### src/rtl/mem_access.sv
// Memory-access stage: req/ack data-memory transaction, byte-lane steering, load extension.
// Optional MEM_ALIGN_CHECK_EN makes misaligned half/word accesses fault instead of issuing.
module mem_access #(
    parameter int unsigned MAX_WAIT = 255
) (
    input  logic        clk,
    input  logic        rst,
    input  logic        in_valid,
    output logic        in_ready,
    input  logic [31:0] alu_result,
    input  logic [31:0] store_data,
    input  logic        mem_read,
    input  logic        mem_write,
    input  logic [1:0]  mem_size,
    input  logic        mem_unsigned,
    input  logic [4:0]  rd_in,
    input  logic        reg_write,
    output logic        dmem_req,
    output logic        dmem_we,
    output logic [31:0] dmem_addr,
    output logic [31:0] dmem_wdata,
    output logic [3:0]  dmem_be,
    input  logic        dmem_ack,
    input  logic [31:0] dmem_rdata,
    output logic        wb_valid,
    output logic [31:0] wb_data,
    output logic [4:0]  wb_rd,
    output logic        wb_reg_write,
    output logic        timeout_err,
    output logic        misalign_err
);

    typedef enum logic {
        S_IDLE,
        S_WAIT
    } state_t;

    localparam logic [7:0] LAST_CNT = 8'(MAX_WAIT - 1);

    state_t      state_q, state_d;
    logic [7:0]  cnt_q, cnt_d;

    logic [31:0] alu_q, alu_d;
    logic [4:0]  rd_q, rd_d;
    logic        regw_q, regw_d;
    logic [1:0]  size_q, size_d;
    logic        uns_q, uns_d;
    logic [1:0]  off_q, off_d;
    logic        is_load_q, is_load_d;

    logic [31:0] addr_q, addr_d;
    logic        we_q, we_d;
    logic [3:0]  be_q, be_d;
    logic [31:0] wdata_q, wdata_d;

    logic        wb_valid_q, wb_valid_d;
    logic [31:0] wb_data_q, wb_data_d;
    logic [4:0]  wb_rd_q, wb_rd_d;
    logic        wb_regw_q, wb_regw_d;
    logic        tmo_q, tmo_d;
    logic        mis_q, mis_d;

    logic        accept;
    logic        mem_op;
    logic        misalign;
    logic [3:0]  be_calc;
    logic [31:0] wdata_calc;
    logic [31:0] load_val;
    logic [7:0]  byte_sel;
    logic [15:0] half_sel;

    assign accept = in_valid & (state_q == S_IDLE);
    assign mem_op = mem_read | mem_write;

`ifdef MEM_ALIGN_CHECK_EN
    assign misalign = mem_op &
                      (((mem_size == 2'b01) & alu_result[0]) |
                       (mem_size[1] & (alu_result[1:0] != 2'b00)));
`else
    assign misalign = 1'b0;
`endif

    // Lane steering for the outgoing request, computed from the accepting inputs.
    always_comb begin
        be_calc    = 4'b1111;
        wdata_calc = store_data;
        unique case (mem_size)
            2'b00: begin
                be_calc    = 4'b0001 << alu_result[1:0];
                wdata_calc = {4{store_data[7:0]}};
            end
            2'b01: begin
                be_calc    = alu_result[1] ? 4'b1100 : 4'b0011;
                wdata_calc = {2{store_data[15:0]}};
            end
            default: begin
                be_calc    = 4'b1111;
                wdata_calc = store_data;
            end
        endcase
    end

    // Load extraction uses the offset captured at accept.
    always_comb begin
        byte_sel = 8'h00;
        unique case (off_q)
            2'b00:   byte_sel = dmem_rdata[7:0];
            2'b01:   byte_sel = dmem_rdata[15:8];
            2'b10:   byte_sel = dmem_rdata[23:16];
            default: byte_sel = dmem_rdata[31:24];
        endcase
        half_sel = off_q[1] ? dmem_rdata[31:16] : dmem_rdata[15:0];
        unique case (size_q)
            2'b00:   load_val = {{24{byte_sel[7] & ~uns_q}}, byte_sel};
            2'b01:   load_val = {{16{half_sel[15] & ~uns_q}}, half_sel};
            default: load_val = dmem_rdata;
        endcase
    end

    always_comb begin
        state_d    = state_q;
        cnt_d      = cnt_q;
        alu_d      = alu_q;
        rd_d       = rd_q;
        regw_d     = regw_q;
        size_d     = size_q;
        uns_d      = uns_q;
        off_d      = off_q;
        is_load_d  = is_load_q;
        addr_d     = addr_q;
        we_d       = we_q;
        be_d       = be_q;
        wdata_d    = wdata_q;
        wb_valid_d = 1'b0;
        wb_data_d  = wb_data_q;
        wb_rd_d    = wb_rd_q;
        wb_regw_d  = 1'b0;
        tmo_d      = 1'b0;
        mis_d      = 1'b0;

        unique case (state_q)
            S_IDLE: begin
                if (accept) begin
                    alu_d     = alu_result;
                    rd_d      = rd_in;
                    regw_d    = reg_write;
                    size_d    = mem_size;
                    uns_d     = mem_unsigned;
                    off_d     = alu_result[1:0];
                    is_load_d = mem_read & ~mem_write;
                    if (misalign) begin
                        wb_valid_d = 1'b1;
                        wb_data_d  = alu_result;
                        wb_rd_d    = rd_in;
                        mis_d      = 1'b1;
                    end else if (mem_op) begin
                        state_d = S_WAIT;
                        cnt_d   = 8'd0;
                        addr_d  = {alu_result[31:2], 2'b00};
                        we_d    = mem_write;
                        be_d    = be_calc;
                        wdata_d = wdata_calc;
                    end else begin
                        wb_valid_d = 1'b1;
                        wb_data_d  = alu_result;
                        wb_rd_d    = rd_in;
                        wb_regw_d  = reg_write;
                    end
                end
            end
            S_WAIT: begin
                if (dmem_ack) begin
                    state_d    = S_IDLE;
                    we_d       = 1'b0;
                    be_d       = 4'b0000;
                    wb_valid_d = 1'b1;
                    wb_rd_d    = rd_q;
                    if (is_load_q) begin
                        wb_data_d = load_val;
                        wb_regw_d = regw_q;
                    end else begin
                        wb_data_d = alu_q;
                    end
                end else if (cnt_q == LAST_CNT) begin
                    state_d    = S_IDLE;
                    we_d       = 1'b0;
                    be_d       = 4'b0000;
                    wb_valid_d = 1'b1;
                    wb_data_d  = alu_q;
                    wb_rd_d    = rd_q;
                    tmo_d      = 1'b1;
                end else begin
                    cnt_d = cnt_q + 8'd1;
                end
            end
            default: state_d = S_IDLE;
        endcase
    end

    always_ff @(posedge clk) begin
        if (rst) begin
            state_q    <= S_IDLE;
            cnt_q      <= 8'd0;
            alu_q      <= 32'd0;
            rd_q       <= 5'd0;
            regw_q     <= 1'b0;
            size_q     <= 2'd0;
            uns_q      <= 1'b0;
            off_q      <= 2'd0;
            is_load_q  <= 1'b0;
            addr_q     <= 32'd0;
            we_q       <= 1'b0;
            be_q       <= 4'd0;
            wdata_q    <= 32'd0;
            wb_valid_q <= 1'b0;
            wb_data_q  <= 32'd0;
            wb_rd_q    <= 5'd0;
            wb_regw_q  <= 1'b0;
            tmo_q      <= 1'b0;
            mis_q      <= 1'b0;
        end else begin
            state_q    <= state_d;
            cnt_q      <= cnt_d;
            alu_q      <= alu_d;
            rd_q       <= rd_d;
            regw_q     <= regw_d;
            size_q     <= size_d;
            uns_q      <= uns_d;
            off_q      <= off_d;
            is_load_q  <= is_load_d;
            addr_q     <= addr_d;
            we_q       <= we_d;
            be_q       <= be_d;
            wdata_q    <= wdata_d;
            wb_valid_q <= wb_valid_d;
            wb_data_q  <= wb_data_d;
            wb_rd_q    <= wb_rd_d;
            wb_regw_q  <= wb_regw_d;
            tmo_q      <= tmo_d;
            mis_q      <= mis_d;
        end
    end

    assign in_ready     = (state_q == S_IDLE);
    assign dmem_req     = (state_q == S_WAIT);
    assign dmem_we      = we_q;
    assign dmem_addr    = addr_q;
    assign dmem_wdata   = wdata_q;
    assign dmem_be      = be_q;
    assign wb_valid     = wb_valid_q;
    assign wb_data      = wb_data_q;
    assign wb_rd        = wb_rd_q;
    assign wb_reg_write = wb_regw_q;
    assign timeout_err  = tmo_q;
    assign misalign_err = mis_q;

endmodule

### config.mk
export PLATFORM = sky130hd
export DESIGN_NAME = mem_access
export DESIGN_NICKNAME = d
export VERILOG_FILES = /design/src/rtl/mem_access.sv
export SDC_FILE = /design/constraint.sdc
export NUM_CORES = 1
export LEC_CHECK = 0
export CORE_ASPECT_RATIO = 1.75
export CORE_MARGIN = 3
export CORE_UTILIZATION = 43
export CTS_CLUSTER_SIZE = 8
export DETAILED_ROUTE_END_ITERATION = 16
export PLACE_DENSITY = 0.74
export SLEW_MARGIN = 20
export SYNTH_ARGS = -nofsm -noshare
export SYNTH_HDL_FRONTEND = slang
export SYNTH_SLANG_ARGS = --single-unit
### constraint.sdc
create_clock -name clk -period 1.6 [get_ports clk]
set_input_delay 0.32 -clock clk [delete_from_list [all_inputs] [get_ports clk]]
set_output_delay 0.32 -clock clk [all_outputs]
set_load 0.02 [all_outputs]
==> Word-level counts from Yosys, hierarchy flattened <==
Index checks and enable logic that the tools add are counted.
{ "classes": {"add_sub_neg": 1, "multipliers": 0, "div_mod_pow": 0, "magnitude_cmp": 0, "n_eq_ne": 11, "shifts": 1, "n_mux": 47, "bitwise": 8, "reduce_logical": 9} }
{ "op_table": {"columns": ["cell", "n"], "rows": [
  ["$pmux W32 S2", 3],
  ["$mux W32", 5],
  ["$mux W8", 4],
  ["$pmux W8 S3", 1],
  ["$mux W4", 5],
  ["$mux W5", 4],
  ["$mux W1", 16],
  ["$mux W16", 1],
  ["$pmux W4 S2", 2],
  ["$pmux W8 S2", 1],
  ["$pmux W5 S2", 1],
  ["$reduce_and A3 Y1", 3],
  ["$add A8 B1 Y8 const B", 1],
  ["$eq A8 B8 Y1 const B", 1],
  ["$pmux W1 S2", 4],
  ["$eq A2 B1 Y1 const B", 3],
  ["$logic_not A2 Y1", 3],
  ["$ne A2 B2 Y1 const B", 3],
  ["$and A1 B1 Y1", 4],
  ["$ne A2 B1 Y1 const B", 2],
  ["$reduce_and A4 Y1", 1],
  ["$shl A1 B2 Y4 const A", 1],
  ["$ne A3 B2 Y1 const B", 1],
  ["$not A1 Y1", 3],
  ["other kinds (4)", 4]
]} }
{ "word_totals": {"register_bits": 160, "latch_bits": 0, "ramBits": 0, "mem_bits_ro": 0, "inputBits": 111, "output_inout_bits": 112, "wordCells": 95, "mem_count": 0} }

==> Longest topological paths before layout <==
{ "logic_depth": {"ltp_word": 7, "mapped_depth": 8, "mapped_depth_nobuf": 7} }

==> Least setup slack after synthesis <==
OpenSTA, ideal clock, no wires.
{ "synth_path": {"path_type": "register -> register", "from": "register cnt_q[0]", "to": "register cnt_q[7]", "setup_ps": 116, "arrival_time_ps": 1536, "required_time_ps": 1484, "slack_ps": -52, "stages_incl_launch_ff": 8, "n_path_buf": 0, "period_less_slack_ps": 1652, "cell_sequence": "dfxtp_1 > inv_1 > ha_1 > nand3_1 > o211ai_1 > a2111oi_2 > xnor2_1 > nor2_1"} }
{ "synth_between": {"elab_chain_len": 4, "elab_cells_between_ends": 7, "classes_between": "add/sub (1); eq/ne (2); mux (3); reduce/logical (1)"} }
{ "synth_lines": {"columns": ["item", "line", "source"], "rows": [
  ["start, declared", "41", "logic [7:0] cnt_q, cnt_d;"],
  ["start signal, assigned", "223", "cnt_q <= cnt_d;"],
  ["$add A8 B1 Y8", "193", "cnt_d = cnt_q + 8'd1;"],
  ["$mux W8", "184", "end else if (cnt_q == LAST_CNT) begin"],
  ["$mux W8", "172", "if (dmem_ack) begin"],
  ["$pmux W8 S2", "141", "unique case (state_q)"]
]} }
Parallel ways exist; a longest one is shown, timed or not. The select of a mux whose other input is x is not followed.
A chain may end at the register's enable or synchronous reset.

==> Final worst setup path <==
Ends and elaborated chain as after synthesis.

==> reports/qor.txt <==
clock skew - 16.0 ps
finished layout cell area - 11000 um^2
Avg Vias per Cell - 5.46
first-pass GRT wire length - 40000 um
Final ANT Viol Nets - 0
Synth warnings - 0
largest net degree at the start of global routing - 81
most frequent cells in the layout - 215 x nand2_1, 151 x dfxtp_1, 126 x a21oi_1
RSZ-0062 raised after global routing - true
initial core utilization - 43.8%
worst hold slack - 155 ps
hpwl dp - 18400 um
Avg WL per Cell - 18.4 um
crit-path max cell delay - 330 ps
H-tree depth - 4
FFs w/ async S/R, synth - 0%
Die ar. - 18400 um^2
Final Cycle Share - 107%
num rows - 62
final setup vio count - 30
Final Max Slew Viols - 0
Nets - 1304
Worst-path clk slew - 60 ps
vias in the first global route - 7598
Required @ worst endpoint - 1910 ps
EDFF count, synth - 0
Synth Area per Inst - 7.90 um^2
#FFs+latches synth - 158
layout cells sized above 1 - 18.3%
WS Path Type - flop to flop
Leakage - 4.66 nW
commonest non-fill, non-tap cell in the layout - nand2_1
worst-path maximum fanout - 4
maximum clock path buffer count - 2
Net Sw Power - 3.15 mW
Chip Height - 177 um
Max VDD drop - 0.000681 V
Overflow after GRT - 0
violated checks - setup timing
clock root buffer master - clkbuf_16
run status - finished, violations left
Netlist cell types - 62
Inserted Clock Buffers - 17
Comb pwr share - 22.0%
crit end category - flop
Primary FF master, synth - dfxtp_1
CP max-delay cell - dfxtp_2
nature of the critical path startpoint - flop
I/O pins - 223
worst slew pin tran - 585 ps
DP Area - 10100 um^2
RePlAce Congestion - 0.929
DR vias - 7796
sw frac - 30.3%
Seq/Total Area, Yosys - 43.9%
# DRC - 0
Synth Instances - 912
Reg power frac - 41.8%
hold violation count in the final report - 0
Hold/Removal Path Class - input port to flop
P_int - 7.24 mW
TritonCTS Sinks - 158
Max Fclk - 583 MHz
Rel. slew slack - 61.0%
min Tclk post-route - 1710 ps
Max-Cap Viols - 0
DRT iter0 DRCs - 554
post-layout util - 67.0%
CTS tree - done
Clk pwr share - 36.2%
initial antenna violation count - 1
Cell Area, Synth - 7200 um^2
Die W - 104 um
Area growth syn-to-layout - 53.1%
setup ws final - -114 ps
PD cells - 942 nW/um^2
core footprint - 16400 um^2
fill cell count - 1407
I/O Buffers - 219
DRT Pass-1 Iters - 5
Clk Latency, worst-skew pair - 420 ps
hold_buf cts - 0
GRT Util Overall - 27.1%
crit-path cells - inv_2, ha_4, nand3_4, buf_6, o211ai_1, buf_4, a2111oi_4, xnor2_1, nor2_1
drt total wl - 26200 um
CP arrival - 2020 ps
stage by stage:
stage | total power [mW] | setup WS (ps) | TNS [ps] | instances
floorplan | 5.50 | -15.1 | -15.1 | 914
global placement | 6.66 | -390 | -32600 | 1375
detailed placement | 6.68 | -391 | -35200 | 1375
CTS | 10.4 | -47.6 | -644 | 1415
global route | 10.8 | -177 | -4790 | 1428
finish | 10.4 | -114 | -1300 | 1428
registers in the layout, summed over array words and instances (netlist names), 2 cells and up:
register / cells
size_q: 2
alu_q: 32
dmem_be: 4
cnt_q: 8
wb_rd: 5
wb_data: 32
rd_q: 5
dmem_addr: 30
dmem_wdata: 32
power groups by stage:
| stage | combinational, mW | clock [mW] | sequential, mW |
|---|---|---|---|
| after floorplan | 0.859 | 0 | 4.64 |
| after global placement | 2.24 | 0 | 4.43 |
| after detailed placement | 2.25 | 0 | 4.43 |
| after CTS | 2.20 | 3.83 | 4.34 |
| after global routing | 2.46 | 3.99 | 4.37 |
| final | 2.29 | 3.76 | 4.34 |
kinds of logic after synthesis:
kind of cell / count (synthesis) / share of synthesized area (%)
xor gates and xnor gates: 4 / 0.487
other: 1 / 0.0521
AOI/OAI and AO/OA: 297 / 26.8
muxes: 28 / 3.91
DFF: 158 / 43.9
adders and majority gates: 2 / 0.347
and+or+nand+nor: 335 / 18.8
buffers and inverters: 87 / 5.70
metal layers:
layer  GRT usage (%)  part of all wire (%)  vias to the layer above
met2            49.6                    53                      395
met4            13.8                   4.6                        0
li1                -                     -                     3725
met1            28.9                    35                     3595
met3            6.43                   7.4                       81
met5               0                     0                        -
final timing paths:
check                      from  cells past startpoint             to  slack [ps]
setup / recovery       cnt_q[0]                      9       cnt_q[7]        -110
hold / removal              rst                      2         regw_q         150
setup reg to reg       cnt_q[0]                      9       cnt_q[7]        -110
hold reg to reg   dmem_addr[13]                      2  dmem_addr[13]         450
critical path, delay by kind of cell (launching register included):
kind            cells  cell delay (ps)
compound gates      2              440
buf+inv             3              340
flops               1              330
xor+xnor            1              180
simple gates        2              160
fa+ha+maj           1              150
layout make-up:
cell class	count	area (um^2)	area share (%)
antenna	1	2.50	0.0227
clock buffer	18	429	3.89
clock inverter	13	106	0.964
inverter	13	52.6	0.477
multi-input combinational	669	3900	35.4
sequential	158	3180	28.8
tap	224	280	2.54
timing repair buffer	332	3080	27.9
repair_timing:
item                       CTS  global route
cloned                       1             2
resized for setup          155            40
pin swaps                   16            13
setup endpoints to repair  156            57
setup buffers                9            13
Yosys cell counts (all sizes together), types with 2 or more instances:
master / instances / share of area, %
nor3: 3 / 0.21
dfxtp: 158 / 44
mux2i: 27 / 3.8
a22o: 9 / 1.1
nand3: 5 / 0.35
nand4: 2 / 0.26
clkbuf: 45 / 2.3
and2: 2 / 0.17
a31o: 4 / 0.49
nand2b: 6 / 0.52
o211ai: 9 / 0.94
ha: 2 / 0.35
a211oi: 24 / 3.1
nor2b: 4 / 0.45
buf: 29 / 2.7
a21o: 5 / 0.52
or3: 5 / 0.43
a21oi: 137 / 9.6
a2bb2oi: 2 / 0.24
xnor2: 3 / 0.36
o2111ai: 4 / 0.49
a22oi: 2 / 0.21
a31oi: 8 / 0.69
clkinv: 2 / 0.10
o221a: 4 / 0.63
a311oi: 10 / 1.3
o22a: 16 / 1.9
inv: 11 / 0.57
nor2: 84 / 4.4
o21ai: 52 / 4.1
and3: 4 / 0.35
nand2: 217 / 11
(Power assumes the default switching activity.)
==> RTL change 1, RTL diff (same flow settings) <==
Add a define of `MEM_ALIGN_CHECK_EN`.
--- a/src/rtl/mem_access.sv
+++ b/src/rtl/mem_access.sv
@@ -2,2 +2,4 @@
 // Optional MEM_ALIGN_CHECK_EN makes misaligned half/word accesses fault instead of issuing.
+`define MEM_ALIGN_CHECK_EN
+
 module mem_access #(
Function: changed (Yosys sat finds a counterexample within 4 cycles, from zero or initial values and one cycle with rst high).
==> RTL change 1 against the original RTL <==
  * The flow still finishes with violations (setup timing)
  * Routed wire length is 12% higher
  * Cell area up 6.7%
  * Sequential cell count grew 1
  * Worst setup slack got worse by 0.093 ns
  * Clock power increased by 5.9%
  * Area after synthesis increased by 7.1%
  * Total power is 4.4% higher
  * Critical endpoint is now wb_data[30]
  * Largest cell class unchanged
  * Highest routed layer unchanged
==> RTL change 1: results (changes against the original RTL) <==
multi_input_cells: 724  # was 669
finalWorstSetupSlack_ns: -0.207  # was -0.114 ns
place_ws_ns: -0.462  # was -0.391 ns
synthAdderAreaFrac: 0.00325  # was 0.00347
synth_xor_xnor_area_share: 0.00341  # was 0.00486
clock-sinks: 159  # was 158
antenna_found_initial: 2  # was 1
use_met2: 0.502  # was 0.496
final-nonclk-buf-share: 0.277  # was 0.279
synth_compound_area_frac: 0.263  # was 0.268
ys_types: 59  # was 62
status: "finished with violations"  # unchanged
place_congestion: 0.898  # was 0.929
setup_violations: 45  # was 30
pg_comb_w: 0.00251  # was 0.00229 W
grt_max_degree: 59  # was 81
drtIter0Drc: 734  # was 554
synthTopCellsByArea: "dfxtp_1 (41%), nand2_1 (12%), a21oi_1 (8.0%)"  # was dfxtp_1 (44%), nand2_1 (11%), a21oi_1 (9.5%)
diodes: 2  # was 1
clk_share: 0.0482  # was 0.0486
num-nonclk-buffers: 334  # was 332
r2r_start: "alu_q[0]"  # was cnt_q[0]
routed_wl_mm: 29.3  # was 26.2 mm
placed_area_sq_um: 10700  # was 10100 sq um
grt_pass1_vias: 8365  # was 7598
violations: "setup timing"  # unchanged
drt-met1-wl_mm: 10.9  # was 9.17 mm
use_met3: 0.0349  # was 0.0643
RTL change 1: what timing repair did:
| action | in CTS | in global routing |
|---|---|---|
| pin swaps | 11 | 23 |
| setup endpoints to repair | 148 | 85 |
| resized for setup | 166 | 48 |
| buffers inserted | 5 | 6 |
| gates cloned | 5 | 2 |
RTL change 1: per-stage QoR:
stage | total power, W | hold slack, ns | TNS, ns
after floorplan | 0.00561 | 0.433 | -0.819
after global placement | 0.00677 | 0.440 | -46.33
after detailed placement | 0.00681 | 0.445 | -49.87
after CTS | 0.0108 | 0.252 | -2.32
after global routing | 0.0112 | 0.262 | -6.62
final | 0.0108 | 0.275 | -3.53
RTL change 1: worst register-to-register path, stage by stage, from the launching register on:
cell      delay [ns]
dfxtp_4         0.37
buf_6           0.12
or3_4           0.43
buf_6           0.15
o211ai_1        0.16
o21ai_1         0.14
a311oi_2        0.34
==> RTL change 2, RTL diff (same settings) <==
Made on the original files. The output `misalign_err` loses its register stage (`mis_q` becomes a continuous assignment).
--- a/src/rtl/mem_access.sv
+++ b/src/rtl/mem_access.sv
@@ -219,3 +219,2 @@
             tmo_q      <= 1'b0;
-            mis_q      <= 1'b0;
         end else begin
@@ -239,5 +238,6 @@
             tmo_q      <= tmo_d;
-            mis_q      <= mis_d;
         end
     end
+
+    assign mis_q = mis_d;
 
Behaviour: unchanged (equiv_simple and equiv_induct, registers matched by name and starting in step).
==> RTL change 2 against the original RTL <==
  * The flow still finishes with violations (setup timing)
  * Non-clock buffer count is 2 higher
  * Routed wire length is 0.70% lower
  * Sequential share of layout area hardly changed
  * Clock power is 11% higher
  * Total power is 4.9% higher
  * Area after synthesis is 1.6% lower
  * Global-route usage is 0.70 points higher
  * Cell area hardly changed
  * Sequential cell count stayed put
  * Worst setup slack worse by 0.014 ns
  * Hold slack hardly changed
  * Largest cell class unchanged
==> RTL change 2: results (changes against the original RTL) <==
status: "finished with violations"  # unchanged
violations: "setup timing"  # unchanged
finClkSkew_ns: 0.0138  # was 0.0160 ns
cts_setup_buffers: 12  # was 9
grt_pass1_wl_mm: 39.4  # was 40.0 mm
final-nonclk-buf-share: 0.285  # was 0.279
place_ws_ns: -0.546  # was -0.391 ns
place_congestion: 0.943  # was 0.929
multi_input_cells: 667  # was 669
place_inst: 1346  # was 1375
antenna_found_initial: 0  # was 1
finalWorstSetupSlack_ns: -0.128  # was -0.114 ns
syn_avg_cell_area_sq_um: 7.77  # was 7.90 sq um
clock_latency_ns: 0.43
layout-drive-gt1-share: 0.177  # was 0.183
power_w: 0.0109  # was 0.0104 W
synth_warnings: 0  # unchanged
ys_types: 53  # was 62
comb_power_share: 0.215  # was 0.220
multi_input_area_share: 0.347  # was 0.354
synthTopCellsByCount: "nand2_1 (210), dfxtp_1 (158), a21oi_1 (142)"  # was nand2_1 (215), dfxtp_1 (158), a21oi_1 (136)
dpl.hpwl_mm: 18.2  # was 18.4 mm
p_leak_nw: 4.77  # was 4.66 nW
sh_seq_area: 0.288  # about the same
globalRouteTotalUtil: 0.278  # was 0.271
synthTopCellsByArea: "dfxtp_1 (45%), nand2_1 (11%), a21oi_1 (10%)"  # was dfxtp_1 (44%), nand2_1 (11%), a21oi_1 (9.5%)
drtIter0Drc: 361  # was 554
vias: 7756  # was 7796
diodes: 0  # was 1
setup_violations: 42  # was 30
io_buffers: 219  # unchanged
p_sw_w: 0.00327  # was 0.00315 W
grt_max_degree: 59  # was 81
nFillCells: 1288  # was 1407
ff2ff_path_depth: 10  # was 9
cp_max_fo: 8  # was 4
yosysSeqAreaShare: 0.446  # was 0.439
multi_input_area_sq_um: 3820  # was 3900 sq um
num-nonclk-buffers: 334  # was 332
placed_area_sq_um: 10100  # about the same
finalNonFillerCells: 1393  # was 1428
worstPathArrival_ns: 2.06  # was 2.02 ns
RTL change 2: changes by cell type in the layout (fill, tap and decap cells not counted), moves of 5 or more:
cell and change:
nor2_2 +5, nand3b_1 +5, o22ai_1 +6, nand2_1 -5, nor2_4 +7, a21o_1 -5
a211oi_2 -5, buf_4 -5, a21oi_1 +11, xor2_1 +5, a21oi_2 -5, a211oi_1 +6
a22o_1 -5, a31oi_1 -8
RTL change 2: logic make-up after synthesis:
family	Yosys count	share of synthesized area
other	1	0.000529
XOR/XNOR	6	0.00741
flip-flops	158	0.446
multiplexers	30	0.0432
AO/OA/AOI/OAI	287	0.249
AND/OR/NAND/NOR	339	0.194
buffers and inverters	89	0.0561
adder cells (fa/ha/maj)	2	0.00353
RTL change 2: routing by layer:
layer  vias up  wire, microns  track usage
li1       3701              -            -
met3        82           1960       0.0692
met5         -              0            0
met1      3633           9540        0.312
met2       340          13200        0.477
met4         0           1340        0.136
RTL change 2: final timing paths:
path                      start            end  slack, ns
setup reg to reg       cnt_q[0]    wb_data[14]      -0.13
hold / removal              rst       cnt_q[0]       0.15
setup / recovery       cnt_q[0]    wb_data[14]      -0.13
hold reg to reg   dmem_addr[16]  dmem_addr[16]       0.45
RTL change 2: stage by stage:
step	TNS (ns)	hold slack, ns
floorplan	-0.207	0.433
global placement	-30.46	0.439
detailed placement	-32.39	0.444
CTS	-1.75	0.151
global route	-4.92	0.167
finish	-2.69	0.155
RTL change 2: worst reg2reg max path: stages (launching register included):
cell and delay [ns]:
dfxtp_2 0.33, inv_2 0.07, ha_4 0.13, nand3_2 0.06
o211a_1 0.26, buf_6 0.13, nor2_4 0.17, buf_6 0.14
buf_8 0.13, nor2_1 0.05, a211oi_1 0.16
